$ cat src/rtl/bcd_serial_adder.sv
// Digit-serial packed-BCD adder: one decimal digit per ADD cycle, LSD first.
// IDLE -> ADD (NDIG cycles) -> DONE (one-cycle done pulse) -> IDLE.
module bcd_serial_adder #(
    parameter int NDIG = 4
) (
    input  logic              clk,
    input  logic              rst,
    input  logic              start,
    input  logic [4*NDIG-1:0] a_bcd,
    input  logic [4*NDIG-1:0] b_bcd,
    input  logic              cin,
    output logic              busy,
    output logic              done,
    output logic [4*NDIG-1:0] sum_bcd,
    output logic              cout,
    output logic              err
);
    localparam int W  = 4 * NDIG;
    localparam int IW = $clog2(NDIG);

    typedef enum logic [1:0] {S_IDLE, S_ADD, S_DONE} state_t;

    state_t          r_state;
    logic [W-1:0]    r_a;
    logic [W-1:0]    r_b;
    logic [W-1:0]    r_sum;
    logic [IW-1:0]   r_idx;
    logic            r_carry;
    logic            r_cout;
    logic            r_err;
    logic            r_busy;
    logic            r_done;

    logic [3:0]      w_a_dig;
    logic [3:0]      w_b_dig;
    logic [4:0]      w_t;
    logic [4:0]      w_t6;
    logic            w_gt9;
    logic [3:0]      w_dig;
    logic            w_last;
    logic            w_in_err;

    always_comb begin
        w_a_dig = 4'd0;
        w_b_dig = 4'd0;
        for (int k = 0; k < NDIG; k++) begin
            if (r_idx == IW'(k)) begin
                w_a_dig = r_a[4*k +: 4];
                w_b_dig = r_b[4*k +: 4];
            end
        end
    end

    // Decimal adjust: any 5-bit sum above 9 (including invalid digits) wraps by +6.
    assign w_t    = {1'b0, w_a_dig} + {1'b0, w_b_dig} + {4'd0, r_carry};
    assign w_gt9  = (w_t > 5'd9);
    assign w_t6   = w_t + 5'd6;
    assign w_dig  = w_gt9 ? w_t6[3:0] : w_t[3:0];
    assign w_last = (r_idx == IW'(NDIG - 1));

    always_comb begin
        w_in_err = 1'b0;
        for (int k = 0; k < NDIG; k++) begin
            if (a_bcd[4*k +: 4] > 4'd9 || b_bcd[4*k +: 4] > 4'd9)
                w_in_err = 1'b1;
        end
    end

    always_ff @(posedge clk or posedge rst) begin
        if (rst) begin
            r_state <= S_IDLE;
            r_a     <= '0;
            r_b     <= '0;
            r_sum   <= '0;
            r_idx   <= '0;
            r_carry <= 1'b0;
            r_cout  <= 1'b0;
            r_err   <= 1'b0;
            r_busy  <= 1'b0;
            r_done  <= 1'b0;
        end else begin
            case (r_state)
                S_IDLE: begin
                    r_done <= 1'b0;
                    if (start) begin
                        r_a     <= a_bcd;
                        r_b     <= b_bcd;
                        r_carry <= cin;
                        r_idx   <= '0;
                        r_sum   <= '0;
                        r_cout  <= 1'b0;
                        r_err   <= w_in_err;
                        r_busy  <= 1'b1;
                        r_state <= S_ADD;
                    end
                end
                S_ADD: begin
                    for (int k = 0; k < NDIG; k++) begin
                        if (r_idx == IW'(k))
                            r_sum[4*k +: 4] <= w_dig;
                    end
                    r_carry <= w_gt9;
                    if (w_last) begin
                        r_cout  <= w_gt9;
                        r_idx   <= '0;
                        r_done  <= 1'b1;
                        r_state <= S_DONE;
                    end else begin
                        r_idx <= r_idx + 1'b1;
                    end
                end
                S_DONE: begin
                    r_done  <= 1'b0;
                    r_busy  <= 1'b0;
                    r_state <= S_IDLE;
                end
                default: begin
                    r_done  <= 1'b0;
                    r_busy  <= 1'b0;
                    r_state <= S_IDLE;
                end
            endcase
        end
    end

    assign busy    = r_busy;
    assign done    = r_done;
    assign sum_bcd = r_sum;
    assign cout    = r_cout;
    assign err     = r_err;
endmodule
$ cat config.mk
export PLATFORM = sky130hd
export DESIGN_NAME = bcd_serial_adder
export DESIGN_NICKNAME = d
export VERILOG_FILES = /design/src/rtl/bcd_serial_adder.sv
export SDC_FILE = /design/constraint.sdc
export NUM_CORES = 1
export LEC_CHECK = 0
export CORE_MARGIN = 5
export CORE_UTILIZATION = 54
export CTS_BUF_LIST = sky130_fd_sc_hd__clkbuf_8
export DETAILED_ROUTE_END_ITERATION = 8
export GPL_ROUTABILITY_DRIVEN = 0
export MAX_ROUTING_LAYER = met4
export PLACE_DENSITY_LB_ADDON = 0.15
export RECOVER_POWER = 50
export SYNTH_ARGS = -nofsm -noshare
export SYNTH_HDL_FRONTEND = slang
export SYNTH_SLANG_ARGS = --single-unit
$ cat constraint.sdc
create_clock -name clk -period 10.96 [get_ports clk]
set_clock_uncertainty 0.1 [all_clocks]
set_input_delay 1.096 -clock clk [delete_from_list [all_inputs] [get_ports clk]]
set_output_delay 1.096 -clock clk [all_outputs]
set_load 0.05 [all_outputs]
==> out/metrics.csv <==
stage,metric,value,unit
synth,YS warnings,0,
place,Port Buffers,55,
timing,max-slew violation count,58,
clock_tree,postcts setup bufs,0,
synth,top post-synthesis cells by area,"dfrtp_1, nand2_1, o21ai_0",
clock_tree,clock latency on the worst-skew pair,330,ps
worst_hold_path,Min-Delay Path Class,reg -> reg,
setup_path,Critical Path AT,4380,ps
place,cell count after placement,436,
route,via count,2407,
clock_tree,clock slew at reported path FFs,60,ps
synth,Synth Area per Inst,8.80,sq um
synth,Post-synth EDFFs,0,
timing,measured slew at the worst slew-check pin,2990,ps
status,failing checks,"max-capacitance violations, max-slew violations",
route,WL per Instance,14.8,microns
timing,Hold WS,378,ps
setup_path,CP max FO,19,
floorplanning,I/O pin cnt,56,
clock_tree,CTS Buffer Depth,2,
setup_path,R2R setup slack,6740,ps
pwr,logic gate share of total power,0.593,
setup_path,worst r2r src,r_idx[1]$_DFFE_PP0P_,
synth,largest area contributor in the netlist,dfrtp_1,
pwr,sw frac,0.446,
floorplanning,die area,6870,sq um
grt,grt total ovfl,0,
grt,first-pass GRT wire length,11.2,mm
clock_tree,clk root buf,clkbuf_8,
route,vias per cell,5.33,
floorplanning,Initial Util,0.558,
floorplanning,die width,82.9,microns
floorplanning,Die Y,82.9,microns
timing,Slew HR,-0.995,
finish,Synth-to-Final Area Change,27.8,%
synth,register area share after synthesis,0.497,
clock_tree,CTS tree,done,
synth,syn nets,372,
pwr,LEAKAGE,1.72,nW
finish,Final Instance Area,3670,sq um
status,outcome,"finished, violations left",
route,# DRC,0,
timing,unrepaired setup endpoints after global routing,false,
setup_path,FF-to-FF path depth,15,
pwr,Total Power,1.39,mW
clock_tree,Post-CTS Hold Fix Bufs,0,
synth,most common cell in the synthesized netlist,nand2_1,
setup_path,crit end category,flop,
finish,filler instances,433,
timing,setup_tns,0,ps
synth,Commonest cells post-synth,"nand2_1, dfrtp_1, o21ai_0, a21oi_1, clkbuf_1",
timing,Hold Fails Final Rpt,0,
floorplanning,Placement Rows,26,
timing,fin crit share,0.385,
timing,Period minus WS final,4220,ps
clock_tree,H-Tree Level Count,3,
grt,total track usage,0.207,
route,drt first pass iters,4,
setup_path,critical path launch point,r_idx[1]$_DFFE_PP0P_,
finish,Diodes inserted,0,
grt,number of global-route vias before repair,2364,
synth,Gate Count Post-Synth,326,
clock_tree,clock net sink count,57,
synth,Async SR Flop Fraction,1.00,
finish,share of layout cells above drive strength 1,0.0759,
pwr,Reg power frac,0.263,
route,Final ANT Viol Nets,0,
pwr,maximum vdd drop,0.000225,V
setup_path,Critical Path RT,11110,ps
pwr,net switching power,0.618,mW
synth,synthesized area,2870,sq um
synth,Yosys reg bits,57,
floorplanning,Placeable Area,5140,sq um
clock_tree,Resized Gates After CTS,0,
synth,post-synth cell types,36,
run,total of max-cap violations,1,
pwr,clock network power share,0.144,
finish,"non-filler cells, final",452,
setup_path,critical path class,reg -> reg,
synth,Synth top area share,0.497,
route,DRT Wirelength,6.71,mm
timing,FMAX,0.237,GHz
setup_path,end of the worst register-to-register path,sum_bcd[6]$_DFFE_PP0P_,
place,Placed Area,3460,sq um
timing,setup violators final,0,
grt,largest net degree at the start of global routing,58,
synth,"Primary FF master, synth",dfrtp_1,
finish,final net count,423,
setup_path,Critical path destination,sum_bcd[6]$_DFFE_PP0P_,
pwr,Pwr Density,378,nW/um^2
clock_tree,cts bufs inserted,9,
pwr,Internal Power,0.768,mW
setup_path,Critical Path Source Type,flop,
place,DP HPWL,4.80,mm
grt,initial antenna violation count,0,
route,Iter 0 DRT Violations,90,
sequential cells by signal (all words and copies together) (netlist names):
signal and cells:
r_a 16, r_b 16, sum_bcd 16, r_idx 2, r_state 2, busy 1
cout 1, done 1, err 1, r_carry 1
how the worst min path moves through the flow:
| stage | startpoint | to | slack (ps) | cells after the start |
|---|---|---|---|---|
| after floorplan | r_a[14]$_DFFE_PP0P_ | r_a[14]$_DFFE_PP0P_ | 350 | 2 |
| after global placement | err$_DFFE_PP0P_ | err$_DFFE_PP0P_ | 350 | 2 |
| after detailed placement | r_a[11]$_DFFE_PP0P_ | r_a[11]$_DFFE_PP0P_ | 360 | 2 |
| after CTS | r_a[9]$_DFFE_PP0P_ | r_a[9]$_DFFE_PP0P_ | 380 | 2 |
| after global routing | r_b[5]$_DFFE_PP0P_ | r_b[5]$_DFFE_PP0P_ | 400 | 2 |
| final | err$_DFFE_PP0P_ | err$_DFFE_PP0P_ | 380 | 2 |
worst max-delay path: stages (launching register included):
cell and delay, ps:
dfrtp_1 390, inv_1 80, ha_1 380, nand3b_1 240
a21oi_1 160, a21oi_1 60, nor2_1 120, a21oi_1 70
fa_1 460, fa_1 410, xor2_1 220, ha_1 260
a22o_4 270, o311ai_4 390, mux2_4 380, o21ai_2 140
metrics by stage:
stage                      util  setup WS (ps)
after floorplan               -           6950
after global placement    0.674           6920
after detailed placement  0.674           6760
after CTS                 0.714           6740
after global routing      0.713           6080
final                     0.713           6740
power groups by stage:
stage	sequential, mW	combinational, mW	clock (mW)
2_1_floorplan	0.408	0.586	0
4_1_cts	0.364	0.828	0.202
6_report	0.365	0.822	0.199
5_1_grt	0.373	0.904	0.213
3_5_place_dp	0.366	0.821	0
3_3_place_gp	0.363	0.794	0
cell usage in the layout (no fill, tap or decap), types with 2 or more instances in the layout:
cell type / netlist / layout
a21boi_0: 2 / 2
nor2_1: 8 / 8
a21o_1: 2 / 2
nor2b_1: 6 / 6
nand3_1: 4 / 4
inv_1: 7 / 8
o21ai_1: 3 / 3
nand3b_1: 10 / 10
nand2_1: 118 / 118
clkdlybuf4s50_1: 0 / 53
dlygate4sd3_1: 0 / 2
nand2b_1: 3 / 3
dfrtp_1: 57 / 57
a21oi_1: 24 / 24
clkbuf_8: 0 / 12
o21ai_0: 26 / 26
fa_1: 2 / 2
ha_1: 8 / 8
o21ai_2: 4 / 4
a22o_1: 6 / 6
nand4_1: 2 / 2
mux2_2: 3 / 3
logic make-up (layout without fill, tap and decap cells):
logic type	Yosys count	in the layout	synth area share
buffers and inverters	24	80	0.0318
DFF	57	57	0.497
and+or+nand+nor	155	155	0.233
adders and majority gates	10	10	0.0488
xor gates and xnor gates	2	2	0.00872
muxes	5	5	0.0205
AOI/OAI and AO/OA	73	73	0.160
cell type report:
type,instances,area [sq um],area share
tap,70,87.6,0.0239
multi-input combinational,245,1360,0.370
clock inverter,4,42.5,0.0116
timing repair buffer,57,562,0.153
inverter,7,26.3,0.00716
sequential,57,1430,0.389
clock buffer,12,165,0.0450
per-layer routing:
metal / vias to the layer above / track usage / routed length (microns)
li1: 1189 / - / -
met1: 1129 / 0.252 / 2930
met2: 76 / 0.336 / 3270
met3: 13 / 0.0416 / 360
met4: 0 / 0.0906 / 145
met5: - / - / 0
(Power assumes the default switching activity.)
